[config.mk]
export PLATFORM = sky130hd
export DESIGN_NAME = instr_cache_ctrl
export DESIGN_NICKNAME = d
export VERILOG_FILES = /design/src/rtl/instr_cache_ctrl_pkg.sv /design/src/rtl/instr_cache_line_store.sv /design/src/rtl/instr_cache_ctrl.sv
export SDC_FILE = /design/constraint.sdc
export NUM_CORES = 1
export LEC_CHECK = 0
export ABC_CLOCK_PERIOD_IN_PS = 17400
export BUFFER_PORTS_ARGS = -buffer_cell sky130_fd_sc_hd__buf_2
export CORE_ASPECT_RATIO = 1.75
export CORE_MARGIN = 2
export CORE_UTILIZATION = 53
export CTS_BUF_LIST = sky130_fd_sc_hd__clkbuf_16
export DETAILED_ROUTE_END_ITERATION = 16
export PLACE_DENSITY = 0.71
export SYNTH_ARGS = -nofsm -noshare
export SYNTH_HDL_FRONTEND = slang
export SYNTH_SLANG_ARGS = --single-unit
[constraint.sdc]
create_clock -name CLK -period 17.4 [get_ports CLK]
set_input_delay 1.74 -clock CLK [delete_from_list [all_inputs] [get_ports CLK]]
set_output_delay 1.74 -clock CLK [all_outputs]
set_load 0.02 [all_outputs]
[src/rtl/instr_cache_ctrl_pkg.sv]
// instr_cache_ctrl_pkg: shared types and constants for the instruction cache controller
package instr_cache_ctrl_pkg;
    typedef enum logic [1:0] {ST_IDLE, ST_MEM_READ, ST_UPDATE} state_t;
    localparam logic [31:0] NOP = 32'h0000_0013;
    localparam int WORD_BITS       = 32;
    localparam int WORDS_PER_LINE  = 4;
    localparam int LINE_BITS       = WORD_BITS * WORDS_PER_LINE;
    localparam int WORD_SEL_BITS   = 2;
    localparam int OFFSET_BITS     = 4;
    localparam int BLOCK_ADDR_BITS = 32 - OFFSET_BITS;

    function automatic logic [WORD_BITS-1:0] select_word(input logic [LINE_BITS-1:0] line,
                                                         input logic [WORD_SEL_BITS-1:0] sel);
        return line[WORD_BITS*sel +: WORD_BITS];
    endfunction
endpackage

[src/rtl/instr_cache_line_store.sv]
// instr_cache_line_store: valid/tag/data arrays, one write port and one combinational read port
module instr_cache_line_store
    import instr_cache_ctrl_pkg::*;
#(
    parameter int INDEX_BITS = 3,
    parameter int TAG_BITS   = BLOCK_ADDR_BITS - INDEX_BITS
) (
    input  logic                  clk,
    input  logic                  rst_n,
    input  logic                  we,
    input  logic [INDEX_BITS-1:0] w_index,
    input  logic [TAG_BITS-1:0]   w_tag,
    input  logic [LINE_BITS-1:0]  w_data,
    input  logic [INDEX_BITS-1:0] r_index,
    output logic                  r_valid,
    output logic [TAG_BITS-1:0]   r_tag,
    output logic [LINE_BITS-1:0]  r_data
);
    localparam int LINES = 1 << INDEX_BITS;

    logic [LINES-1:0]     valid;
    logic [TAG_BITS-1:0]  tags  [LINES];
    logic [LINE_BITS-1:0] lines [LINES];

    always_ff @(posedge clk or negedge rst_n) begin
        if (!rst_n)
            valid <= '0;
        else if (we)
            valid[w_index] <= 1'b1;
    end

    // tag and data need no reset: a cleared valid bit masks them
    always_ff @(posedge clk) begin
        if (we) begin
            tags[w_index]  <= w_tag;
            lines[w_index] <= w_data;
        end
    end

    assign r_valid = valid[r_index];
    assign r_tag   = tags[r_index];
    assign r_data  = lines[r_index];
endmodule

[src/rtl/instr_cache_ctrl.sv]
// instr_cache_ctrl: direct-mapped instruction cache with zero-wait hits and a three-state refill FSM
module instr_cache_ctrl
    import instr_cache_ctrl_pkg::*;
#(
    parameter int INDEX_BITS = 3
) (
    input  logic                       CLK,
    input  logic                       RESET,
    input  logic [31:0]                ADDRESS,
    input  logic                       READ,
    output logic [31:0]                INSTRUCTION,
    output logic                       BUSYWAIT,
    output logic [BLOCK_ADDR_BITS-1:0] MEM_ADDRESS,
    output logic                       MEM_READ,
    input  logic [LINE_BITS-1:0]       MEM_READDATA,
    input  logic                       MEM_BUSYWAIT,
    output logic [31:0]                HIT_COUNT,
    output logic [31:0]                MISS_COUNT
);
    localparam int TAG_BITS = BLOCK_ADDR_BITS - INDEX_BITS;

    state_t                     state;
    logic [BLOCK_ADDR_BITS-1:0] blk_addr;
    logic [LINE_BITS-1:0]       fill_buf;
    logic                       r_valid;
    logic [TAG_BITS-1:0]        r_tag;
    logic [LINE_BITS-1:0]       r_data;
    logic                       hit;
    logic                       unused_byte_offset;

    assign unused_byte_offset = ^ADDRESS[1:0];

    instr_cache_line_store #(
        .INDEX_BITS(INDEX_BITS),
        .TAG_BITS  (TAG_BITS)
    ) u_store (
        .clk    (CLK),
        .rst_n  (RESET),
        .we     (state == ST_UPDATE),
        .w_index(blk_addr[INDEX_BITS-1:0]),
        .w_tag  (blk_addr[BLOCK_ADDR_BITS-1:INDEX_BITS]),
        .w_data (fill_buf),
        .r_index(ADDRESS[OFFSET_BITS +: INDEX_BITS]),
        .r_valid(r_valid),
        .r_tag  (r_tag),
        .r_data (r_data)
    );

    assign hit         = READ && (state == ST_IDLE) && r_valid && (r_tag == ADDRESS[31:OFFSET_BITS+INDEX_BITS]);
    assign INSTRUCTION = hit ? select_word(r_data, ADDRESS[OFFSET_BITS-1:2]) : NOP;
    assign BUSYWAIT    = (state != ST_IDLE) || (READ && !hit);
    assign MEM_ADDRESS = blk_addr;

    // the refill works only from blk_addr, so ADDRESS may wander during a fill
    always_ff @(posedge CLK or negedge RESET) begin
        if (!RESET) begin
            state      <= ST_IDLE;
            blk_addr   <= '0;
            fill_buf   <= '0;
            MEM_READ   <= 1'b0;
            HIT_COUNT  <= '0;
            MISS_COUNT <= '0;
        end else begin
            HIT_COUNT <= HIT_COUNT + 32'(hit);
            case (state)
                ST_IDLE: if (READ && !hit) begin
                    state      <= ST_MEM_READ;
                    blk_addr   <= ADDRESS[31:OFFSET_BITS];
                    MEM_READ   <= 1'b1;
                    MISS_COUNT <= MISS_COUNT + 32'd1;
                end
                ST_MEM_READ: if (!MEM_BUSYWAIT) begin
                    state    <= ST_UPDATE;
                    fill_buf <= MEM_READDATA;
                    MEM_READ <= 1'b0;
                end
                default: state <= ST_IDLE;
            endcase
        end
    end
endmodule

# Word-level counts from Yosys, hierarchy flattened
# Memory sizes are Yosys's and may differ from the RTL's.
# Cells that the tools add are included.
[op_classes]
n_addsub = 2
multipliers = 0
div = 0
magnitude_cmp = 3
n_eq_ne = 5
shift = 1
muxes = 13
bitwise = 2
reduce_logical = 14
[ops]
columns = ["cell", "count"]
rows = [
  ["128-bit by 8-bit indexed part select with 32-bit output", 1],
  ["32-bit by 1-bit adder with 32-bit output", 1],
  ["32-bit by 1-bit adder with 32-bit output (second input constant)", 1],
  ["32-bit two-way mux", 1],
  ["25-bit == test", 1],
  ["3-bit by 4-bit less-than comparator with 1-bit output (second input constant)", 2],
  ["8-bit bitwise OR", 1],
  ["1-bit two-way mux", 6],
  ["2-bit AND reduction", 3],
  ["1-bit logical AND", 5],
  ["2-bit two-way mux", 2],
  ["2-bit case mux with 2 select lines", 1],
  ["2-bit nonzero test", 2],
  ["1-bit binary-select mux with 3-bit select", 1],
  ["1-bit demux with 3-bit select", 1],
  ["3-bit by 1-bit >= comparator with 1-bit output (second input constant)", 1],
  ["3-bit AND reduction", 1],
  ["2-bit by 1-bit == test with 1-bit output (second input constant)", 1],
  ["2-bit == test (second input constant)", 1],
  ["2-bit zero test", 1],
  ["2-bit by 1-bit != test with 1-bit output (second input constant)", 1],
  ["2-bit != test (second input constant)", 1],
  ["1-bit case mux with 2 select lines", 1],
  ["1-bit zero test", 1],
  ["2 further kinds", 2],
]
[word_totals]
register_bits = 231
latchBits = 0
mem_bits_rw = 1224
mem_bits_ro = 0
input_bits = 164
output_inout_bits = 126
elab_cells = 49
n_memories = 2
[mem_list]
columns = ["memory", "words", "word_bits", "read_ports", "rd_ports_with_merged_regs", "write_ports", "line", "source"]
rows = [
  ["u_store.lines", 8, 128, 1, 0, 1, "instr_cache_line_store.sv:23", "logic [LINE_BITS-1:0] lines [LINES];"],
  ["u_store.tags", 8, 25, 1, 0, 1, "instr_cache_line_store.sv:22", "logic [TAG_BITS-1:0] tags [LINES];"],
]

# Longest topological paths before layout
[depth]
ltp_word = 8
mapped_depth = 20
ltp_nobuf = 16

# Hierarchy
# A second synthesis with hierarchy kept.
[hier_totals]
cells_unflattened = 2564
area_unflattened_um2 = 56264.0
[modules_own_cells]
columns = ["module", "instances", "cells_per_inst", "area_per_inst_um2", "seq_area_each_um2"]
rows = [
  ["instr_cache_line_store", 1, 1803, 46263.1, 36955.4],
  ["instr_cache_ctrl", 1, 761, 10000.8, 5580.4],
]

# Worst setup path after synthesis
# No wires, ideal clock.
[synth_path]
path_type = "register to register"
from = "reg state[1]"
to = "reg u_store.valid[3]"
setup_time_ns = 0.136
t_arrival_ns = 12.820
required_ns = 17.264
slack_ns = 4.444
stages_incl_launch_ff = 5
path_buffers = 0
period_less_slack_ns = 12.956
cell_sequence = "dfrtp_1 -> nor2b_1 -> nand2_1 -> nor3b_1 -> or2_2"
[synth_via]
elab_chain_cells = 1
[synth_rtl]
columns = ["item", "line", "source"]
rows = [
  ["start, declared", "instr_cache_ctrl.sv:22", "state_t state;"],
  ["start signal, assigned", "instr_cache_ctrl.sv:57", "state <= ST_IDLE;"],
  ["start signal, assigned", "instr_cache_ctrl.sv:67", "state <= ST_MEM_READ;"],
  ["start signal, assigned", "instr_cache_ctrl.sv:73", "state <= ST_UPDATE;"],
  ["2-bit == test", "instr_cache_ctrl.sv:39", ".we (state == ST_UPDATE),"],
  ["end signal, assigned", "instr_cache_line_store.sv:27", "valid <= '0;"],
  ["end signal, assigned by index", "instr_cache_line_store.sv:29", "valid[w_index] <= 1'b1;"],
  ["end, declared", "instr_cache_line_store.sv:21", "logic [LINES-1:0] valid;"],
]
# Every way passes these cells.
# A chain may end at the register's enable or synchronous reset.

# Worst setup path in the final report
[layout_path]
from = "in ADDRESS[5]"
to = "out BUSYWAIT"
[layout_via]
elab_chain_cells = 7
elab_cells_between_ends = 9
classes_between = "1 x eq/ne; 2 x mux; 5 x reduce/logical; 1 x memory"
[layout_rtl]
columns = ["item", "line", "source"]
rows = [
  ["start, declared", "instr_cache_ctrl.sv:9", "input logic [31:0] ADDRESS,"],
  ["branches (longest 3 deep; another with memory read 8 x 25 bit)", "--", ""],
  ["1-bit logical AND *", "instr_cache_ctrl.sv:49", "assign hit = READ && (state == ST_IDLE) && r_valid && (r_tag == ADDRESS[31:OFFSET_BITS+INDEX_BITS]);"],
  ["1-bit zero test *", "instr_cache_ctrl.sv:51", "assign BUSYWAIT = (state != ST_IDLE) || (READ && !hit);"],
  ["1-bit logical AND *", "instr_cache_ctrl.sv:51", ""],
  ["1-bit logical OR *", "instr_cache_ctrl.sv:51", ""],
  ["end, declared", "instr_cache_ctrl.sv:12", "output logic BUSYWAIT,"],
]
# Mark *: on every way between the ends. The select of a mux whose other input is x is not followed.

==> impl_metrics.tcl <==
set metrics [dict create \
    ys_seq_area_frac 0.758 \
    vias 26500 \
    setup_slack_ns 9.50 \
    fin_crit_sh 0.454 \
    gr-total-overflow 0 \
    cts_buffer_depth 3 \
    portBuffers 287 \
    utilization 0.597 \
    start_kind "input pin" \
    synth_top_area_frac 0.655 \
    min_period_ns 7.90 \
    reg2regPathDepth 17 \
    crit_arrival_ns 6.16 \
    final_cells 4341 \
    antenna_found_initial 12 \
    cts_num_sinks 1455 \
    setup_viol 0 \
    io-pin-count 290 \
    grt_start_max_net_pins 175 \
    routed_wl_um 121000 \
    dr.pass1.iters 5 \
    synth_seq_cells 1455 \
    placed_area_um2 59100 \
    netlist_top_cells_area "edfxtp_1, mux4_2, dfrtp_1" \
    worstHoldPathCells 1 \
    gr-usage-all-layers 0.225 \
    postCtsHoldBufs 0 \
    hold_violations 0 \
    grt.busiest_layer "met2" \
    stdcell_area_um2 63100 \
    htree_levels 3 \
    hold_start "u_store.valid[6]" \
    synth_nets 2707 \
    use_met3 0.0350 \
    gp_congestion 0.844 \
    post_cts_buffers 0 \
    fin_tns_setup_ns 0 \
    max_freq_mhz 127 \
    syn2layout_area_growth_pct 12.3 \
    drtIter0Drc 2048 \
    finClkSkew_ns 0.0489 \
    crit_required_ns 15.66 \
    critPathMaxFanout 174 \
    synth_flop_cell "edfxtp_1" \
    post-synth-top-count-cell "edfxtp_1" \
    r2r_setup_slack_ns 12.13 \
    ys_types 55 \
    cts_resized 0 \
    grt_first_pass_wirelength_um 180000 \
    grt_use_met1 0.294 \
    avgSynthCellArea_um2 22.1 \
    yosysTopAreaCell "edfxtp_1" \
    dp_cells 4107 \
    dieHeight_um 435 \
    grt_use_met2 0.390 \
    ir_drop_mv 0.0998 \
    netlist_area_um2 56100 \
    drc 0 \
    hold_class "flop to flop" \
    die_w_um 250 \
    rsz0062_at_grt "no" \
    whs_endpoint "u_store.valid[6]" \
    status "finished clean" \
    grt_pass1_vias 28300 \
    syn_inst 2540 \
    root_buffer "clkbuf_16" \
    r2r_end "HIT_COUNT[28]" \
    dp_hpwl_um 66800 \
    wl_per_cell_um 28.0 \
    tightest_slew_ns 1.10 \
    pwr_density_cell_nw_per_um2 133 \
    yosysWarnings 0 \
    async_reset_ff_frac 0.159 \
    max-slew-margin-rel 0.267 \
    fill_cells 7438 \
    cts_tree "yes" \
    ant_nets 0 \
    drive_above_1_share 0.350 \
    insertion_delay_ns 0.74 \
    crit_type "input pin to primary output" \
    path_clk_slew_ns 0.06 \
    die_area_um2 109000 \
    initial_utilization 0.532 \
    power_mw 8.41 \
    end_kind "primary output" \
    p_leak_nw 21.9 \
    synth_common_cells "edfxtp_1, mux4_2, dfrtp_1, mux2_2, mux2i_1" \
    r2r-start "u_store.tags[7][4]" \
    nNetsFinal 3037 \
    cap_violations 0 \
    numCtsBuffers 121 \
    dp_slack_ns 9.31 \
    core_area_um2 106000 \
    drv_slew 0 \
    rows 158 \
    holdWs_ns 0.465 \
    synth-edff-count 1224 \
    via_per_inst 6.10 \
]
## layer usage
metal / wire [µm] / up-vias
met5: 133 / -
met4: 3600 / 22
met3: 6100 / 210
met2: 62900 / 829
met1: 48600 / 14200
li1: - / 11200
## worst max path at each step
stage,from,to,slack (ns),depth (start not counted)
6_report,ADDRESS[5],BUSYWAIT,9.50,11
3_3_place_gp,ADDRESS[5],HIT_COUNT[28],9.46,19
2_1_floorplan,state[1],u_store.valid[3],4.44,4
3_5_place_dp,ADDRESS[5],HIT_COUNT[28],9.31,19
4_1_cts,ADDRESS[5],BUSYWAIT,9.46,11
5_1_grt,ADDRESS[5],BUSYWAIT,9.28,11
## cells by family (layout without fill, tap and decap cells)
logic type,Yosys count,in the layout,synth area share
xor gates and xnor gates,71,71,0.0111
AOI/OAI and AO/OA,49,49,0.00653
buffers and inverters,129,568,0.0118
DFF,1455,1455,0.758
and+or+nand+nor,231,231,0.0237
muxes,602,602,0.189
other,0,2,0
adders and majority gates,3,3,0.000669
## critical path, cell delays in order
cell      delay, ns
buf_8          0.62
buf_12         0.85
mux4_2         0.41
mux2i_1        0.27
xor2_1         0.37
nand3_1        0.11
and4bb_1       0.33
nand4_4        0.32
buf_4          0.46
a211o_1        0.36
buf_2          0.16
## power by group
group / leakage (nW) / total [mW] / switching, mW / internal (mW)
registers: 13.9 / 4.99 / 0.454 / 4.54
clock network: 2.03 / 2.66 / 1.23 / 1.43
logic: 5.96 / 0.760 / 0.387 / 0.373
## final cells by class
cell class	instances	area, µm²	share of cell area
clock buffers	127	3180	0.0504
clock inverters	105	747	0.0118
repair buffers	329	1870	0.0296
flip-flops and latches	1455	42500	0.674
diodes	2	5.00	0.0000794
inverters	7	26.3	0.000417
well taps	1360	1700	0.0270
multi-input cells	956	13000	0.206
## sequential cells by signal, indices dropped and copies added, names as in the netlist
| signal | flops |
|---|---|
| MEM_ADDRESS | 28 |
| fill_buf | 128 |
| MEM_READ | 1 |
| HIT_COUNT | 32 |
| u_store.lines | 1024 |
| u_store.valid | 8 |
| state | 2 |
| MISS_COUNT | 32 |
| u_store.tags | 200 |
## cell usage in the layout, fill, tap and decap left out, types with 6 or more instances in the layout
| cell type | instances |
|---|---|
| nand4_1 | 43 |
| clkinv_2 | 23 |
| mux2_2 | 142 |
| xnor2_1 | 43 |
| nor2b_1 | 6 |
| mux2i_1 | 93 |
| a22o_1 | 11 |
| nor3_1 | 6 |
| or2_2 | 8 |
| clkinvlp_4 | 11 |
| a22oi_1 | 14 |
| o22ai_1 | 6 |
| and3_1 | 15 |
| bufinv_16 | 7 |
| edfxtp_1 | 1224 |
| mux4_2 | 340 |
| or3_1 | 7 |
| dfrtp_1 | 231 |
| buf_12 | 6 |
| nand3_1 | 21 |
| xor2_1 | 28 |
| clkinv_1 | 21 |
| buf_2 | 282 |
| nand2_1 | 23 |
| nor2_1 | 50 |
| mux2_4 | 27 |
| buf_4 | 37 |
| inv_1 | 42 |
| clkbuf_16 | 127 |
| nand3b_1 | 9 |
| o21ai_0 | 8 |
Note: power is estimated with default switching activity, not from simulation.
